<file path="src/rtl/conv_lbx_ctrl.sv">
// Line-buffer write sequencer and 5-row window assembler.
// Drives bank strobes and re-orders bank read data by row age.
package conv_pkg;

  localparam int PIXEL_W     = 8;
  localparam int IMAGE_MAX_W = 1920;

  typedef struct packed {
    logic               vld;
    logic               sof;
    logic               eol;
    logic [2:0]         rows;
    logic [4:1]         ptr;
    logic [PIXEL_W-1:0] dat;
  } lbx_pipe_t;

endpackage

module conv_lbx_ctrl
  import conv_pkg::*;
#(
  parameter int LB_LAT = 2,
  parameter int MAX_W  = IMAGE_MAX_W
) (
  input  logic                    clk,
  input  logic                    arst_n,
  input  logic                    in_vld_i,
  input  logic [PIXEL_W-1:0]      in_dat_i,
  input  logic                    in_sof_i,
  input  logic                    in_eol_i,
  output logic [4:1]              lb_push_o,
  output logic [4:1]              lb_pop_o,
  output logic [PIXEL_W-1:0]      lb_dat_o,
  output logic                    lb_sof_o,
  output logic                    lb_eol_o,
  input  logic [4:1][PIXEL_W-1:0] lb_col_i,
  output logic                    out_vld_o,
  output logic [4:0][PIXEL_W-1:0] out_col_o,
  output logic                    out_sof_o,
  output logic                    out_eol_o,
  output logic [2:0]              out_rows_o,
  output logic                    err_len_o
);

  localparam int CW = $clog2(MAX_W + 1);
  localparam logic [CW-1:0] LAST = CW'(MAX_W - 1);

  function automatic logic [4:1] rot_dn(
    input logic [4:1] p
  );
    return {p[1], p[4:2]};
  endfunction

  function automatic logic [4:1] rot_up(
    input logic [4:1] p
  );
    return {p[3:1], p[4]};
  endfunction

  logic          sof;
  logic          eol;
  logic [4:1]    wr_ptr;
  logic [4:1]    eff_ptr;
  logic [4:1]    age1;
  logic [4:1]    age2;
  logic [4:1]    age3;
  logic [2:0]    rows_vld;
  logic [2:0]    eff_rows;
  logic [2:0]    rows_inc;
  logic [CW-1:0] col_cnt;
  logic [CW-1:0] base;
  logic [CW-1:0] len;
  logic [CW-1:0] width;
  logic          width_vld;
  logic          eff_wvld;
  logic          len_err;
  logic          ovf_err;
  logic          err_q;

  assign sof = in_vld_i & in_sof_i;
  assign eol = in_vld_i & in_eol_i;

  assign eff_ptr  = sof ? 4'b0001 : wr_ptr;
  assign eff_rows = sof ? 3'd0 : rows_vld;
  assign rows_inc = (eff_rows >= 3'd4) ? 3'd4
                  : eff_rows + 3'd1;

  assign age1 = rot_dn(eff_ptr);
  assign age2 = rot_dn(age1);
  assign age3 = rot_dn(age2);

  // Age-4 bank is eff_ptr itself: read old row before write lands.
  always_comb begin
    lb_pop_o = '0;
    if (in_vld_i) begin
      if (eff_rows >= 3'd1) lb_pop_o |= age1;
      if (eff_rows >= 3'd2) lb_pop_o |= age2;
      if (eff_rows >= 3'd3) lb_pop_o |= age3;
      if (eff_rows >= 3'd4) lb_pop_o |= eff_ptr;
    end
  end

  assign lb_push_o = in_vld_i ? eff_ptr : 4'b0000;
  assign lb_dat_o  = in_dat_i;
  assign lb_sof_o  = sof;
  assign lb_eol_o  = eol;

  always_ff @(posedge clk or negedge arst_n) begin
    if (!arst_n) begin
      wr_ptr   <= 4'b0001;
      rows_vld <= 3'd0;
    end else if (eol) begin
      wr_ptr   <= rot_up(eff_ptr);
      rows_vld <= rows_inc;
    end else if (sof) begin
      wr_ptr   <= 4'b0001;
      rows_vld <= 3'd0;
    end
  end

  assign base     = sof ? '0 : col_cnt;
  assign eff_wvld = sof ? 1'b0 : width_vld;
  assign len      = base + 1'b1;

  assign len_err = eol & eff_wvld & (len != width);
  assign ovf_err = in_vld_i & ~in_eol_i
                 & (base == LAST);

  always_ff @(posedge clk or negedge arst_n) begin
    if (!arst_n) begin
      col_cnt   <= '0;
      width     <= '0;
      width_vld <= 1'b0;
      err_q     <= 1'b0;
    end else begin
      err_q <= (err_q & ~sof) | len_err | ovf_err;
      if (in_vld_i) begin
        width_vld <= eff_wvld | in_eol_i;
        if (in_eol_i && !eff_wvld) width <= len;
        if (in_eol_i)    col_cnt <= '0;
        else if (ovf_err) col_cnt <= base;
        else              col_cnt <= len;
      end
    end
  end

  assign err_len_o = err_q;

  lbx_pipe_t stage_in;
  lbx_pipe_t pipe_q [LB_LAT];
  lbx_pipe_t last;

  always_comb begin
    stage_in      = '0;
    stage_in.vld  = in_vld_i;
    stage_in.sof  = sof;
    stage_in.eol  = eol;
    stage_in.rows = eff_rows;
    stage_in.ptr  = eff_ptr;
    stage_in.dat  = in_dat_i;
  end

  always_ff @(posedge clk or negedge arst_n) begin
    if (!arst_n) begin
      for (int i = 0; i < LB_LAT; i++)
        pipe_q[i] <= '0;
    end else begin
      pipe_q[0] <= stage_in;
      for (int i = 1; i < LB_LAT; i++)
        pipe_q[i] <= pipe_q[i-1];
    end
  end

  assign last = pipe_q[LB_LAT-1];

  logic [4:1][4:1] out_age;

  always_comb begin
    out_age    = '0;
    out_age[1] = rot_dn(last.ptr);
    out_age[2] = rot_dn(out_age[1]);
    out_age[3] = rot_dn(out_age[2]);
    out_age[4] = last.ptr;
  end

  // Rows older than the carried row count are zeroed.
  always_comb begin
    out_vld_o  = last.vld;
    out_col_o  = '0;
    out_sof_o  = 1'b0;
    out_eol_o  = 1'b0;
    out_rows_o = 3'd0;
    if (last.vld) begin
      out_sof_o    = last.sof;
      out_eol_o    = last.eol;
      out_rows_o   = last.rows;
      out_col_o[0] = last.dat;
      for (int k = 1; k <= 4; k++) begin
        if (3'(k) <= last.rows) begin
          for (int b = 1; b <= 4; b++) begin
            if (out_age[k][b])
              out_col_o[k] |= lb_col_i[b];
          end
        end
      end
    end
  end

endmodule

</file>
<file path="config.mk">
export PLATFORM = sky130hd
export DESIGN_NAME = conv_lbx_ctrl
export DESIGN_NICKNAME = d
export VERILOG_FILES = /design/src/rtl/conv_lbx_ctrl.sv
export SDC_FILE = /design/constraint.sdc
export NUM_CORES = 1
export LEC_CHECK = 0
export ABC_CLOCK_PERIOD_IN_PS = 3150
export CORE_MARGIN = 2
export CORE_UTILIZATION = 48
export DETAILED_ROUTE_END_ITERATION = 10
export PLACE_DENSITY = 0.78
export SLEW_MARGIN = 10
export SYNTH_ARGS = -nofsm -noshare
export SYNTH_HDL_FRONTEND = slang
export SYNTH_SLANG_ARGS = --single-unit
</file>
<file path="constraint.sdc">
create_clock -name clk -period 3.15 [get_ports clk]
set_input_delay 0.4725 -clock clk [delete_from_list [all_inputs] [get_ports clk]]
set_output_delay 0.4725 -clock clk [all_outputs]
set_load 0.05 [all_outputs]
</file>
## After elaboration in Yosys (flattened, before gate mapping)

Cells that the tools add are included.

- Input port bits: 45
- Flip-flop bits (word level): 67
- Output and inout bits: 65

- Reductions and logical operators: 3
- Order comparisons: 8
- Add/sub/neg operators: 2
- Multiplexer cells: 66
- Eq/ne operators: 2
- Bitwise logic cells: 27

Operator list:

| operator | number |
|---|---|
| $mux 8 | 44 |
| $or 8x8->8 | 12 |
| $mux 4 | 11 |
| $mux 40 | 1 |
| $mux 11 | 3 |
| $mux 3 | 4 |
| $or 4x4->4 | 3 |
| $add 11x1->11 const B | 1 |
| $eq 11x11->1 const B | 1 |
| $ne 11x11->1 | 1 |
| $and 1x1->1 | 7 |
| $ge 3x2->1 const B | 2 |
| $le 2x3->1 const A | 2 |
| $add 3x1->3 const B | 1 |
| $ge 3x1->1 const B | 1 |
| $ge 3x3->1 const B | 1 |
| $le 1x3->1 const A | 1 |
| $le 3x3->1 const A | 1 |
| $mux 1 | 3 |
| $or 1x1->1 | 3 |
| $not 1->1 | 2 |
| $reduce_and 2->1 | 1 |
| $logic_and 1x1->1 | 1 |
| $logic_not 1->1 | 1 |

## Depth between registers and ports, before layout

Gate-level depths: netlist of run 1.

- Depth in word-level cells: 15
- Gate-level depth with buffers: 12

## Worst setup path after synthesis of run 1

Ideal clock, no wire load.

- Kind: input to output
- Start point: input in_vld_i
- End point: output lb_pop_o[1] (netlist bit)
- Stages: 11
- Arrival time: 2868 ps
- Data required time: 2677 ps
- Buffers on the path: 2
- Setup slack: -190 ps
- Cells stage by stage: buf_2 -> nand2_2 -> clkbuf_1 -> nand2_1 -> inv_1 -> ha_1 -> inv_1 -> ha_1 -> nor2_1 -> a221oi_1 -> a21boi_0

- Cells in the longest elaborated chain, start to end: 14

RTL lines:

| element | RTL line | RTL |
|---|---|---|
| start: declaration | 27 | `input logic in_vld_i,` |
| $and 1x1->1 (*) | 80 | `assign sof = in_vld_i & in_sof_i;` |
| $mux 3 (*) | n/a |  |
| via eff_rows[0] | 68 | `logic [2:0] eff_rows;` |
| $ge 3x1->1 | 96 | `if (eff_rows >= 3'd1) lb_pop_o \|= age1;` |
| $mux 4 | 96 |  |
| $mux 4 | 95 | `if (in_vld_i) begin` |
| $or 4x4->4 | 97 | `if (eff_rows >= 3'd2) lb_pop_o \|= age2;` |
| $mux 4 | 97 |  |
| $mux 4 | 95 |  |
| $or 4x4->4 | 98 | `if (eff_rows >= 3'd3) lb_pop_o \|= age3;` |
| $mux 4 | 98 |  |
| $mux 4 | 95 |  |
| $or 4x4->4 | 99 | `if (eff_rows >= 3'd4) lb_pop_o \|= eff_ptr;` |
| $mux 4 (*) | 99 |  |
| $mux 4 (*) | 95 |  |
| end: declaration | 32 | `output logic [4:1] lb_pop_o,` |

Mark *: on every way through the listed nets, which the timed path passes. The rest lies on a longest branch. The select of a mux whose other input is x is not followed.

## Final worst setup path of run 1

Same ends and word-level chain as after synthesis.

==> results of run 1 <==
[metal layers]
metal	share of wire, %	routed length, µm
met1	44	4360
met2	46	4520
met3	8.2	805
met4	1.8	179
met5	0	0
[repair_timing]
item | 4_1_cts | 5_1_grt
setup endpoints to repair | 0 | 9
buffers inserted | 0 | 0
gates resized for setup | 0 | 2
[layout make-up]
class | count | area share (%)
tap | 102 | 2.44
timing repair buffer | 132 | 24.6
sequential | 67 | 32.0
inverter | 17 | 1.22
clock inverter | 4 | 1.05
clock buffer | 12 | 3.15
multi-input combinational | 288 | 35.5
[cell usage in the layout, fill, tap and decap left out, types with 2 or more instances in the layout]
| master | instances |
|---|---|
| and3_4 | 2 |
| xor2_1 | 5 |
| clkbuf_8 | 12 |
| nand3_1 | 5 |
| dfrtp_1 | 66 |
| and3_1 | 4 |
| buf_4 | 35 |
| nor2b_1 | 2 |
| and2_1 | 13 |
| a21boi_0 | 5 |
| mux2_2 | 2 |
| a21o_1 | 2 |
| nor4_1 | 3 |
| or2_2 | 2 |
| o21ai_0 | 21 |
| nor2_1 | 7 |
| clkdlybuf4s50_1 | 90 |
| o21a_1 | 6 |
| nand4_1 | 2 |
| inv_1 | 16 |
| ha_1 | 4 |
| mux2i_1 | 3 |
| a21oi_1 | 47 |
| nand2_1 | 40 |
| a22oi_1 | 68 |
| o22ai_1 | 4 |
| or4_1 | 2 |
| o21ai_1 | 3 |
| o31ai_1 | 2 |
| nor3_1 | 4 |
| xnor2_1 | 7 |
| inv_6 | 2 |
| buf_12 | 6 |
[logic make-up after synthesis]
logic type | count (synthesis)
flops | 67
buf+inv | 51
mux | 5
xor+xnor | 14
fa+ha+maj | 4
simple gates | 96
compound gates | 169
[flip-flops by register name, indices dropped and copies added (netlist names)]
name / flops
rows_vld: 3
width: 11
out_vld_o: 1
last: 17
pipe_q: 18
width_vld: 1
col_cnt: 11
wr_ptr: 4
err_len_o: 1
[cell usage after synthesis (2+ instances only)]
| cell type | number |
|---|---|
| a22oi_1 | 68 |
| dfrtp_1 | 66 |
| a21oi_1 | 48 |
| nand2_1 | 40 |
| o21ai_0 | 21 |
| clkbuf_1 | 20 |
| inv_1 | 16 |
| and2_1 | 13 |
| buf_4 | 9 |
| nor2_1 | 7 |
| xnor2_1 | 7 |
| a21boi_0 | 6 |
| o21a_1 | 6 |
| nand3_1 | 5 |
| xor2_1 | 5 |
| and3_1 | 4 |
| ha_1 | 4 |
| nor3_1 | 4 |
| o22ai_1 | 4 |
| buf_2 | 3 |
| mux2i_1 | 3 |
| nor4_1 | 3 |
| o21ai_1 | 3 |
| a21o_1 | 2 |
| and3_4 | 2 |
| mux2_2 | 2 |
| nand4_1 | 2 |
| nor2b_1 | 2 |
| o31ai_1 | 2 |
| or2_2 | 2 |
| or4_1 | 2 |
[how the worst min path moves through the flow]
stage | end | slack (ps) | startpoint
4_1_cts | width[3]$_DFFE_PN0P_ | 210 | arst_n
6_report | width[3]$_DFFE_PN0P_ | 190 | arst_n
2_1_floorplan | col_cnt[0]$_DFFE_PN0P_ | 180 | arst_n
5_1_grt | rows_vld[0]$_DFF_PN0_ | 240 | arst_n
3_3_place_gp | last[9]$_DFF_PN0_ | 330 | pipe_q[27]$_DFF_PN0_
3_5_place_dp | last[5]$_DFF_PN0_ | 330 | pipe_q[23]$_DFF_PN0_
[per-stage QoR]
step | utilization [%] | power [mW] | instances | hold WS (ps)
2_1_floorplan | - | 1.49 | 406 | 177
3_3_place_gp | 65.5 | 1.80 | 606 | 332
3_5_place_dp | 65.5 | 1.82 | 606 | 335
4_1_cts | 68.4 | 2.59 | 622 | 215
5_1_grt | 68.5 | 2.69 | 622 | 245
6_report | 68.5 | 2.57 | 622 | 193
[power groups by stage]
stage | logic [mW] | registers [mW] | clock network [mW]
after CTS | 0.837 | 0.965 | 0.785
after detailed placement | 0.834 | 0.981 | 0
after global routing | 0.895 | 0.973 | 0.820
final | 0.840 | 0.965 | 0.766
after floorplan | 0.500 | 0.991 | 0
after global placement | 0.821 | 0.980 | 0
==> results.md, run 1 <==
- CTS tree: yes
- GRT met2 Usage: 38.4%
- Sequential area share after synthesis: 44.7%
- Vias in the first global route: 3,409
- Net count after synthesis: 455
- Top Usage Layer GRT: met2
- Synth Area in Adders: 1.33%
- Post-synthesis mux area share: 1.40%
- Max capacitance violation total: 0
- Synth top area share: 44.0%
- Final cycle utilization of the critical path: 93.7%
- Synth Area in Simple Gates: 13.6%
- Most used DFF post-synth: dfrtp_1
- Final Hold Fails: 0
- Met3 GRT Util: 4.96%
- Area occupied by multi-input gates: 1860 µm²
- R2r startpoint: col_cnt[0]$_DFFE_PN0P_
- Worst-case reg-to-reg path depth: 8
- Initial Util: 49.1%
- Fill count: 600
- Post-Layout Inst Area: 5240 µm²
- GRT Util Overall: 23.8%
- H-tree depth: 3
- Avg WL per Cell: 15.9 µm
- Clk_lat worst skew: 340 ps
- Clock-pin slew on the worst setup and hold paths: 80 ps
- Status: finished clean
- Slew Viols, Final: 0
- Compound-Gate Fraction of Synth Area: 29.1%
- Grt met1 use: 32.7%
- Sw frac: 34.5%
- Sequential Power Share: 37.5%
- Area grow syn2layout: 39.4%
- FF-to-FF End: err_len_o$_DFF_PN0_
- Pwr per Cell Area: 491 nW/µm²
- CP endpoint: lb_pop_o[1]
- Yosys cell types: 56
- Worst hold-check path type: in2async
- # clock sinks: 67
- Kind of critical path: in2out
- CP startpoint: in_vld_i
- Placed Area: 5010 µm²
- Final WL: 9870 µm
- Routability cong.: 0.937
- Via density: 5.77
- Clock Tree Root: clkbuf_8
- Crit Path Max Fanout: 11
- YS warnings: 0
- DR iter-0 viols: 264
- Antenna viol nets, final: 0
- Initial DRT Pass Iterations: 6
- Largest net degree at the start of global routing: 35
- First-pass GRT wire length: 16,300 µm
- Synth Register Bits: 67
- Tmin final: 2950 ps
- Clock Power Share: 29.8%
- Pleak: 2.18 nW
- Main combinational cell family by area after synthesis: compound AO/OA/AOI/OAI gates
- Final nets: 564
- Crit-path cells: clkdlybuf4s50_1, nand2_4, nand2_1, inv_1, ha_1, inv_1, ha_1, nor2_1, a221oi_1, a21boi_1, buf_4
- Die Y: 92.5 µm
- Total negative slack: 0 ps
- Cts bufs inserted: 9
- Slew HR: 49.7%
- Synth Cell Area: 3760 µm²
- Fmax: 339 MHz
- Full die area: 8550 µm²
- VDD IR-drop max: 0.297 mV
- Xor-xnor portion of the synthesized cell area: 3.83%
- Vias: 3,588
- Share of flip-flops with an asynchronous set or reset: 100%
- Worst-margin pin slew: 755 ps
- Unrepaired setup endpoints after global routing: no
- # IOs: 110
- Syn Inst Count: 406
- Max stage delay cell, worst path: clkdlybuf4s50_1
- Number of synthesized flops with an enable pin: 0
- Switch Pwr: 886 µW
- Initial antenna violation count: 0
- Total grt overflow: 0
- Rows: 32
- Clk buf depth: 2
- Delay-heaviest family, CP: buffers and inverters
- Critical path required time: 2680 ps
- Synth area leader: dfrtp_1
- Setup crit end kind: output pin
- Power share of the combinational group: 32.7%
- Int Power: 1.69 mW
- I/O Buffers: 109
- WP buf/inv: 4
- Core Area: 7650 µm²
- Final WS setup: 200 ps
- Sequential Area: 1680 µm²
- Hold buffer count at cts: 0
- CP arrival: 2480 ps
- Avg Cell Area, Syn: 9.25 µm²
- Crit path depth: 11
- Hpwl dp: 7270 µm
- CP Launch Type: input port
- R2R setup slack: 800 ps
- Final setup violation count: 0
- Proportion of layout cells with a drive suffix above 1: 14.0%
- Die span in x: 92.5 µm
- DR DRC count: 0
- Setup Slack @ Placement: 199 ps
- Area contributors post-synth: dfrtp_1 44%, a22oi_1 14%, a21oi_1 6.4%, nand2_1 4.0%, o21ai_0 2.8%
- Number of inserted diodes: 0
- Slowest Stage Delay on Critical Path: 590 ps
- Worst Skew: 10.5 ps
Power figures use the tool's default switching activity.
==> run 2: changes to the inputs <==
--- a/config.mk
+++ b/config.mk
@@ -10,7 +10,7 @@
 export CORE_UTILIZATION = 48
 export DETAILED_ROUTE_END_ITERATION = 10
 export PLACE_DENSITY = 0.78
-export SLEW_MARGIN = 10
+export SLEW_MARGIN = 20
 export SYNTH_ARGS = -nofsm -noshare
 export SYNTH_HDL_FRONTEND = slang
 export SYNTH_SLANG_ARGS = --single-unit
==> results of run 2 <==
The final DEF is identical to that of run 1; final timing and power are the same.
